**src/rtl/scan_seg_multi_if.sv**
```systemverilog
// Display-register side of the multiplexed 7-segment driver.
// The master drives the value and display options; the slave returns the scan outputs.
interface scan_seg_multi_if #(
  parameter int unsigned N_DIGITS = 8
);
  logic [4*N_DIGITS-1:0] seg_data;
  logic                  mode;
  logic                  blank_lz;
  logic [N_DIGITS-1:0]   dp_mask;
  logic [N_DIGITS-1:0]   blink_mask;
  logic [N_DIGITS-1:0]   seg_en;
  logic [7:0]            seg_out0;
  logic [7:0]            seg_out1;

  modport master (
    output seg_data, mode, blank_lz, dp_mask, blink_mask,
    input  seg_en, seg_out0, seg_out1
  );

  modport slave (
    input  seg_data, mode, blank_lz, dp_mask, blink_mask,
    output seg_en, seg_out0, seg_out1
  );
endinterface

```
**src/rtl/scan_seg_multi.sv**
```systemverilog
// Time-multiplexed 7-segment driver: hex or decimal (sequential double-dabble) display
// with leading-zero blanking, per-digit decimal points and per-digit blink.
module scan_seg_multi #(
  parameter int unsigned N_DIGITS   = 8,
  parameter int unsigned SCAN_DIV   = 100000,
  parameter int unsigned BLINK_HALF = 50000000
) (
  input  logic           clk,
  input  logic           rst,
  scan_seg_multi_if.slave bus
);
  localparam int unsigned BIN_W = 4 * N_DIGITS;
  localparam int unsigned BCD_W = 4 * (N_DIGITS + 2);
  localparam int unsigned IDX_W = $clog2(N_DIGITS);
  localparam int unsigned SC_W  = $clog2(SCAN_DIV);
  localparam int unsigned BK_W  = $clog2(BLINK_HALF);
  localparam int unsigned SH_W  = $clog2(BIN_W);
  localparam int unsigned HALF  = N_DIGITS / 2;

  typedef enum logic [1:0] {IDLE, LOAD, SHIFT, DONE} conv_state_t;

  conv_state_t       state_q, state_d;
  logic [SC_W-1:0]   scan_cnt;
  logic [IDX_W-1:0]  idx;
  logic [BK_W-1:0]   blink_cnt;
  logic              blink_off;
  logic [BIN_W-1:0]  bin_sr;
  logic [BIN_W-1:0]  last_val;
  logic [BCD_W-1:0]  bcd_sh;
  logic [BCD_W-1:0]  bcd_adj;
  logic [BCD_W-1:0]  bcd_next;
  logic [SH_W-1:0]   shift_cnt;
  logic [BIN_W-1:0]  disp_bcd;
  logic              disp_ovf;
  logic              dec_valid;
  logic              need_conv;
  logic              load_en, shift_en, done_en;
  logic              dec_on, ovf_on, upper_nz, blank;
  logic [BIN_W-1:0]  shown;
  logic [3:0]        nib;
  logic [7:0]        glyph;

  function automatic logic [7:0] seg7(input logic [3:0] v);
    case (v)
      4'h0: seg7 = 8'hFC;
      4'h1: seg7 = 8'h60;
      4'h2: seg7 = 8'hDA;
      4'h3: seg7 = 8'hF2;
      4'h4: seg7 = 8'h66;
      4'h5: seg7 = 8'hB6;
      4'h6: seg7 = 8'hBE;
      4'h7: seg7 = 8'hE0;
      4'h8: seg7 = 8'hFE;
      4'h9: seg7 = 8'hF6;
      4'hA: seg7 = 8'hEE;
      4'hB: seg7 = 8'h3E;
      4'hC: seg7 = 8'h9C;
      4'hD: seg7 = 8'h7A;
      4'hE: seg7 = 8'h9E;
      default: seg7 = 8'h8E;
    endcase
  endfunction

  always_ff @(posedge clk or negedge rst) begin
    if (!rst) begin
      scan_cnt <= '0;
      idx      <= '0;
    end else if (scan_cnt == SC_W'(SCAN_DIV - 1)) begin
      scan_cnt <= '0;
      idx      <= (idx == IDX_W'(N_DIGITS - 1)) ? '0 : idx + IDX_W'(1);
    end else begin
      scan_cnt <= scan_cnt + SC_W'(1);
    end
  end

  always_ff @(posedge clk or negedge rst) begin
    if (!rst) begin
      blink_cnt <= '0;
      blink_off <= 1'b0;
    end else if (blink_cnt == BK_W'(BLINK_HALF - 1)) begin
      blink_cnt <= '0;
      blink_off <= ~blink_off;
    end else begin
      blink_cnt <= blink_cnt + BK_W'(1);
    end
  end

  always_ff @(posedge clk or negedge rst) begin
    if (!rst) state_q <= IDLE;
    else      state_q <= state_d;
  end

  always_comb begin
    state_d  = state_q;
    load_en  = 1'b0;
    shift_en = 1'b0;
    done_en  = 1'b0;
    case (state_q)
      IDLE:  if (bus.mode && (need_conv || bus.seg_data != last_val)) state_d = LOAD;
      LOAD:  begin
        load_en = 1'b1;
        state_d = SHIFT;
      end
      SHIFT: begin
        shift_en = 1'b1;
        if (shift_cnt == SH_W'(BIN_W - 1)) state_d = DONE;
      end
      DONE:  begin
        done_en = 1'b1;
        state_d = IDLE;
      end
      default: state_d = IDLE;
    endcase
  end

  // Add-3 correction on every BCD digit, then shift in the next binary MSB.
  always_comb begin
    bcd_adj = bcd_sh;
    for (int unsigned i = 0; i < N_DIGITS + 2; i++) begin
      if (bcd_sh[4*i +: 4] >= 4'd5) bcd_adj[4*i +: 4] = bcd_sh[4*i +: 4] + 4'd3;
    end
    bcd_next = (bcd_adj << 1) | BCD_W'(bin_sr[BIN_W-1]);
  end

  always_ff @(posedge clk or negedge rst) begin
    if (!rst) begin
      bin_sr    <= '0;
      last_val  <= '0;
      bcd_sh    <= '0;
      shift_cnt <= '0;
      disp_bcd  <= '0;
      disp_ovf  <= 1'b0;
      dec_valid <= 1'b0;
      need_conv <= 1'b1;
    end else begin
      if (load_en) begin
        bin_sr    <= bus.seg_data;
        last_val  <= bus.seg_data;
        bcd_sh    <= '0;
        shift_cnt <= '0;
        need_conv <= 1'b0;
      end
      if (shift_en) begin
        bcd_sh    <= bcd_next;
        bin_sr    <= bin_sr << 1;
        shift_cnt <= shift_cnt + SH_W'(1);
      end
      if (done_en) begin
        disp_bcd <= bcd_sh[BIN_W-1:0];
        disp_ovf <= |bcd_sh[BCD_W-1:BIN_W];
      end
      // Leaving decimal mode invalidates the result so re-entry shows hex until a fresh DONE.
      if (!bus.mode) begin
        need_conv <= 1'b1;
        dec_valid <= 1'b0;
      end else if (done_en) begin
        dec_valid <= 1'b1;
      end
    end
  end

  always_comb begin
    dec_on   = bus.mode && dec_valid;
    shown    = dec_on ? disp_bcd : bus.seg_data;
    ovf_on   = dec_on && disp_ovf;
    nib      = shown[4*idx +: 4];
    upper_nz = 1'b0;
    for (int unsigned j = 0; j < N_DIGITS; j++) begin
      if (j >= 32'(idx) && shown[4*j +: 4] != 4'h0) upper_nz = 1'b1;
    end
    blank = bus.blank_lz && !ovf_on && (idx != '0) && !upper_nz;
    if (ovf_on)     glyph = 8'h02;
    else if (blank) glyph = 8'h00;
    else            glyph = seg7(nib);
    glyph = glyph | {7'b0, bus.dp_mask[idx]};
    if (blink_off && bus.blink_mask[idx]) glyph = 8'h00;
  end

  always_ff @(posedge clk or negedge rst) begin
    if (!rst) begin
      bus.seg_en   <= '0;
      bus.seg_out0 <= '0;
      bus.seg_out1 <= '0;
    end else begin
      bus.seg_en <= {{(N_DIGITS-1){1'b0}}, 1'b1} << idx;
      if (idx >= IDX_W'(HALF)) begin
        bus.seg_out0 <= glyph;
        bus.seg_out1 <= 8'h00;
      end else begin
        bus.seg_out0 <= 8'h00;
        bus.seg_out1 <= glyph;
      end
    end
  end
endmodule

```
**src/flat_wrapper.sv**
```systemverilog
// flat-port wrapper written by rule: the top's interface ports become plain ports
module scan_seg_multi_flat 
#(
  parameter int unsigned N_DIGITS   = 8,
  parameter int unsigned SCAN_DIV   = 100000,
  parameter int unsigned BLINK_HALF = 50000000
)
  (clk, rst, bus_seg_data, bus_mode, bus_blank_lz, bus_dp_mask, bus_blink_mask, bus_seg_en, bus_seg_out0, bus_seg_out1);
  scan_seg_multi_if #(.N_DIGITS(N_DIGITS)) bus_i ();
  input  logic clk;
  input  logic rst;
  input wire logic [$bits(bus_i.seg_data)-1:0] bus_seg_data;
  input wire logic [$bits(bus_i.mode)-1:0] bus_mode;
  input wire logic [$bits(bus_i.blank_lz)-1:0] bus_blank_lz;
  input wire logic [$bits(bus_i.dp_mask)-1:0] bus_dp_mask;
  input wire logic [$bits(bus_i.blink_mask)-1:0] bus_blink_mask;
  output wire logic [$bits(bus_i.seg_en)-1:0] bus_seg_en;
  output wire logic [$bits(bus_i.seg_out0)-1:0] bus_seg_out0;
  output wire logic [$bits(bus_i.seg_out1)-1:0] bus_seg_out1;
  assign bus_i.seg_data = bus_seg_data;
  assign bus_i.mode = bus_mode;
  assign bus_i.blank_lz = bus_blank_lz;
  assign bus_i.dp_mask = bus_dp_mask;
  assign bus_i.blink_mask = bus_blink_mask;
  assign bus_seg_en = bus_i.seg_en;
  assign bus_seg_out0 = bus_i.seg_out0;
  assign bus_seg_out1 = bus_i.seg_out1;
  scan_seg_multi #(.N_DIGITS(N_DIGITS), .SCAN_DIV(SCAN_DIV), .BLINK_HALF(BLINK_HALF)) u_core (.clk(clk), .rst(rst), .bus(bus_i));
endmodule
```
**config.mk**
```make
export PLATFORM = sky130hd
export DESIGN_NAME = scan_seg_multi_flat
export DESIGN_NICKNAME = d
export VERILOG_FILES = /design/src/rtl/scan_seg_multi_if.sv /design/src/rtl/scan_seg_multi.sv /design/src/flat_wrapper.sv
export SDC_FILE = /design/constraint.sdc
export NUM_CORES = 1
export LEC_CHECK = 0
export ABC_AREA = 1
export CAP_MARGIN = 0
export CELL_PAD_IN_SITES_DETAIL_PLACEMENT = 1
export CELL_PAD_IN_SITES_GLOBAL_PLACEMENT = 2
export CORE_UTILIZATION = 38
export DETAILED_ROUTE_END_ITERATION = 8
export PLACE_DENSITY = 0.88
export SYNTH_ARGS = -nofsm -noshare
export SYNTH_HDL_FRONTEND = slang
export SYNTH_SLANG_ARGS = --single-unit
```
**constraint.sdc**
```tcl
create_clock -name clk -period 4.3 [get_ports clk]
set_clock_uncertainty 0.2 [all_clocks]
set_input_delay 0.86 -clock clk [delete_from_list [all_inputs] [get_ports clk]]
set_output_delay 0.86 -clock clk [all_outputs]
set_load 0.05 [all_outputs]
```
Word level (Yosys, flattened, before mapping)
Memories as Yosys holds them, arrays and structs flattened.
Index checks and enable logic that the tools add are counted.
{"block": "word_totals", "regBits": 217, "mem_bits_ro": 112, "input_bits": 52, "output_inout_bits": 24, "n_memories": 1}
{"block": "op_classes", "add_sub_neg": 14, "order_cmp": 19, "eq_ne": 12, "shifts": 2, "muxes": 47, "bitwise": 3, "reduce_logical": 30}
{"name": "(name not given)", "depth": 16, "width": 7, "rd": 1, "rd_clocked_by_memory_dff": 0, "write_ports": 0, "line": "scan_seg_multi.sv:44", "rtl": "case (v)"}
{"op": "$mux 32", "n": 3}
{"op": "$mux 40", "n": 2}
{"op": "$ge 4x3->1 const B", "n": 10}
{"op": "$mux 8", "n": 5}
{"op": "$or 40x1->40", "n": 1}
{"op": "$add 4x2->4 const B", "n": 9}
{"op": "$mux 4", "n": 9}
{"op": "$ne 32x32->1", "n": 1}
{"op": "$reduce_bool 4->1", "n": 8}
{"op": "$shiftx 32x6->4", "n": 1}
{"op": "$add 26x1->26 const B", "n": 1}
{"op": "$eq 26x26->1 const B", "n": 1}
{"op": "$mux 26", "n": 1}
{"op": "$add 17x1->17 const B", "n": 1}
{"op": "$eq 17x17->1 const B", "n": 1}
{"op": "$mux 1", "n": 17}
{"op": "$mux 17", "n": 1}
{"op": "$logic_and 1x1->1", "n": 14}
{"op": "$mux 5", "n": 2}
{"op": "$ge 3x3->1 const A", "n": 3}
{"op": "$ne 2x1->1 const B", "n": 4}
{"op": "$or 8x1->8", "n": 1}
{"op": "$pmux 2 s4", "n": 1}
{"op": "$reduce_or 8->1", "n": 1}
{"op": "22 further kinds", "n": 29}

Depth between registers and ports, before layout
{"block": "logic_depth", "depth_word": 19, "depth_mapped": 18}

Least setup slack after synthesis
Ideal clock, no wire load.
{"block": "synth_timing", "kind": "input to register", "from": "input bus_mode", "to": "register u_core.bus.seg_out1[4]", "setup_time_ns": 0.130, "arrival_ns": 2.230, "required_ns": 3.970, "path_slack_ns": 1.740, "stages": 14, "path_buffers": 1, "cell_sequence": "nand2_4 -> buf_6 -> o21ai_0 -> nand2_1 -> nand2_1 -> nor2_1 -> nand2_1 -> inv_1 -> ha_1 -> inv_1 -> nand2_1 -> nand2_1 -> o21ai_1 -> nor3_1"}
{"block": "synth_between", "elab_chain_len": 19}
{"item": "start, declared", "line": "flat_wrapper.sv:13", "rtl": "input wire logic [$bits(bus_i.mode)-1:0] bus_mode;"}
{"item": "$logic_and 1x1->1 *", "line": "scan_seg_multi.sv:163", "rtl": "dec_on = bus.mode && dec_valid;"}
{"item": "$mux 32", "line": "scan_seg_multi.sv:164", "rtl": "shown = dec_on ? disp_bcd : bus.seg_data;"}
{"item": "$reduce_bool 4->1", "line": "scan_seg_multi.sv:169", "rtl": "if (j >= 32'(idx) && shown[4*j +: 4] != 4'h0) upper_nz = 1'b1;"}
{"item": "$logic_and 1x1->1", "line": "scan_seg_multi.sv:169"}
{"item": "$mux 1 (8 in series)", "line": "scan_seg_multi.sv:169"}
{"item": "$logic_not 1->1", "line": "scan_seg_multi.sv:171", "rtl": "blank = bus.blank_lz && !ovf_on && (idx != '0) && !upper_nz;"}
{"item": "$logic_and 1x1->1", "line": "scan_seg_multi.sv:171"}
{"item": "$mux 8", "line": "scan_seg_multi.sv:173", "rtl": "else if (blank) glyph = 8'h00;"}
{"item": "$mux 8 *", "line": "scan_seg_multi.sv:172", "rtl": "if (ovf_on) glyph = 8'h02;"}
{"item": "$or 8x1->8 *", "line": "scan_seg_multi.sv:175", "rtl": "glyph = glyph | {7'b0, bus.dp_mask[idx]};"}
{"item": "$mux 8 *", "line": "scan_seg_multi.sv:176", "rtl": "if (blink_off && bus.blink_mask[idx]) glyph = 8'h00;"}
{"item": "$mux 8 *", "line": "scan_seg_multi.sv:186", "rtl": "if (idx >= IDX_W'(HALF)) begin"}
{"item": "end signal, assigned", "line": "scan_seg_multi.sv:191", "rtl": "bus.seg_out1 <= glyph;"}
{"item": "end, declared", "line": "scan_seg_multi_if.sv:22", "rtl": "output seg_en, seg_out0, seg_out1"}
Every way passes the cells marked *; elsewhere a longest branch is shown, timed or not.
A chain may end at the register's enable or synchronous reset.

Worst setup path in the final report
{"block": "layout_timing", "from": "input bus_mode", "to": "register u_core.bus.seg_out1[6]"}
Same word-level chain as after synthesis.

==> impl_metrics.ini <==
[status]
outcome = finished clean

[global_route]
antenna_found_initial = 0
grt_pass1_vias = 10500
overflow = 0
grt_use_total_pct = 22.5
grt_first_pass_wirelength_mm = 55.9
grt_max_degree = 88

[floorplanning]
design.core.area_um2 = 29900
die-area_um2 = 31300
rows = 63
die_y_um = 177
ioPinCount = 76
die_x_um = 177
start_util_pct = 38.9

[logic_synthesis]
ys_seq_area_share_pct = 46.8
synthArstFlopShare_pct = 100
yosysTopAreaCell = dfrtp_1
syn_area_um2 = 11600
ys.warnings.count = 0
synth_top_area_share_pct = 46.5
synth_area_per_cell_um2 = 7.85
synth_flop_cell = dfrtp_1
synth.distinct_cells = 45
synth.area.top_cells = dfrtp_1, nand2_1, inv_1
synth_edf_count = 0
synthCells = 1480
synth-seq-cells = 217
synth_fp_nets = 1575

[worst_setup_path]
r2r_cells = 15
worst_setup_path_end_kind = register
crit_type = in2reg
cp_max_fo = 24
startpoint_type = primary input
worstPathArrival_ns = 3.38
crit_required_ns = 4.49

[clock_tree]
ctsHoldBuffers = 0
numCtsBuffers = 26
cts.clk_slew.worst_paths_ns = 0.06
cts.sinks = 217
max-clock-path-buffers = 3
clk_latency_ns = 0.54
post_cts_resized = 0
root_buffer = clkbuf_16
cts_setup_buffers = 0
cts_tree = yes
htreeDepth = 1

[sta]
worst_pin_slew_ns = 1.14
finalSetupTns_ns = 0
hold_viol = 0
finalCritPeriodShare_pct = 74.2
finalMaxSlewViolations = 0
setup_viol = 0
rsz0062_at_grt = no
relSlewSlack_pct = 23.9
fmax_mhz = 313
hold_slack_ns = 0.0967
worst_slack_ns = 1.11
min_period_ns = 3.19

[drt]
wl_mm = 34.0
drt-vias-per-instance = 5.10
drc = 0
vias = 10000
drt_iter0_markers = 479
drt-wirelength-per-cell_um = 17.3
firstDrtPassIters = 4
drtAntennaViolNets = 0

[layout]
finalNetCount = 1650
diodes = 0
fill_cells = 3653
drive_above_1_share_pct = 5.53
areaGrowthSynthToFinish_pct = 17.1
regArea_um2 = 5430
multi_input_area_um2 = 5170

[place]
gp_congestion = 0.864
port_buffers = 75
place_ws_ns = 0.591
dpl.hpwl_mm = 25.4

[power_and_ir_drop]
power_density_nw_per_um2 = 499
static-leakage-power_nw = 6.30
ir_drop_mv = 0.383

[job]
drv_cap = 0

[hold_path]
hold_path_class = in2async
==> placed cells by master, fill, tap and decap left out, drive strengths merged, types with 2 or more instances in the layout <==
cell and n:
ha 43, clkdlybuf4s50 74, nor3 31, o21a 3
o32ai 10, a21oi 38, nand3b 7, o22ai 21
o211ai 29, nand3 60, dfrtp 216, nor4 9
nand4 21, clkinv 2, nor2 161, nand2 378
o221ai 2, o21ai 139, buf 13, xnor2 7
a31oi 3, or2 2, clkbuf 44, inv 219
xor2 32
==> layer usage <==
layer  wire (µm)  GRT usage, %  vias to the layer above
met2       16500          38.7                      120
met4         771          5.57                        0
met5           0             0                        -
met3         978          2.58                       46
li1            -             -                     4915
met1       15700          30.1                     4930
==> sequential cells by signal (all words and copies together), names as in the netlist <==
name	flops
u_core.blink_off	1
u_core.dec_valid	1
u_core.need_conv	1
u_core.disp_ovf	1
u_core.disp_bcd	32
u_core.bin_sr	32
u_core.last_val	32
u_core.bcd_sh	40
u_core.scan_cnt	17
u_core.bus.seg_out0	8
u_core.bus.seg_en	8
u_core.bus.seg_out1	8
u_core.state_q	2
u_core.idx	3
u_core.shift_cnt	5
u_core.blink_cnt	26
==> where the power goes <==
part / internal [mW] / switching (mW) / leakage (nW) / total (mW)
combinational: 0.619 / 1.39 / 3.07 / 2.00
clock: 1.29 / 0.850 / 0.401 / 2.14
sequential: 2.42 / 0.222 / 2.83 / 2.64
==> logic make-up (layout without fill, tap and decap cells) <==
logic type	after synthesis	in the layout	share of synthesized area, %
buffers and inverters	260	353	8.77
DFF	217	217	46.8
adders and majority gates	43	43	4.63
xor gates and xnor gates	39	39	2.94
and+or+nand+nor	672	672	24.6
AOI/OAI and AO/OA	249	249	12.3
==> synthesized netlist by cell type (21+ instances only) <==
cell and count:
nand2_1 369, dfrtp_1 216, inv_1 211, nor2_1 151, o21ai_0 118, nand3_1 60
ha_1 43, a21oi_1 37, xor2_1 32, clkbuf_1 29, nor3_1 29, o211ai_1 29
nand4_1 21, o22ai_1 21
==> cell type report <==
cell class              count  area share [%]
repair buffers             87            6.31
flip-flops and latches    217            40.0
clock buffers              44            5.81
well taps                 390            3.59
clock inverters             2           0.258
multi-input cells        1003            38.0
inverters                 220            6.07
==> final timing paths <==
kind	from	to	slack (ns)
min in group clk	u_core.blink_cnt[22]	u_core.blink_cnt[22]	0.27
worst max register to register	u_core.dec_valid	u_core.bus.seg_out1[6]	1.44
max in group asynchronous	rst	u_core.blink_off	2.80
worst max-delay path	bus_mode	u_core.bus.seg_out1[6]	1.11
worst min-delay path	rst	u_core.bin_sr[26]	0.1
worst min register to register	u_core.blink_cnt[22]	u_core.blink_cnt[22]	0.27
==> metrics by stage <==
stage | total power, mW | utilization, % | instances | area, µm²
CTS | 6.87 | 45.5 | 1963 | 13600
finish | 6.79 | 45.5 | 1963 | 13600
global placement | 4.60 | 42.7 | 1917 | 12800
detailed placement | 4.68 | 42.7 | 1917 | 12800
global route | 7.22 | 45.5 | 1963 | 13600
floorplan | 4.03 | - | 1480 | 11600
==> worst max-delay path: stages <==
cell and delay [ns]:
clkdlybuf4s50_1 0.62, nand2_4 0.22, buf_4 0.27, o21ai_0 0.27
nand2_1 0.08, nand2_1 0.07, nor2_1 0.04, nand2_1 0.16
inv_2 0.10, ha_1 0.29, inv_1 0.05, nand2_1 0.04
nand2_1 0.09, nand2_1 0.07, nand2_1 0.08, nor2_1 0.04
Power figures use the tool's default switching activity.
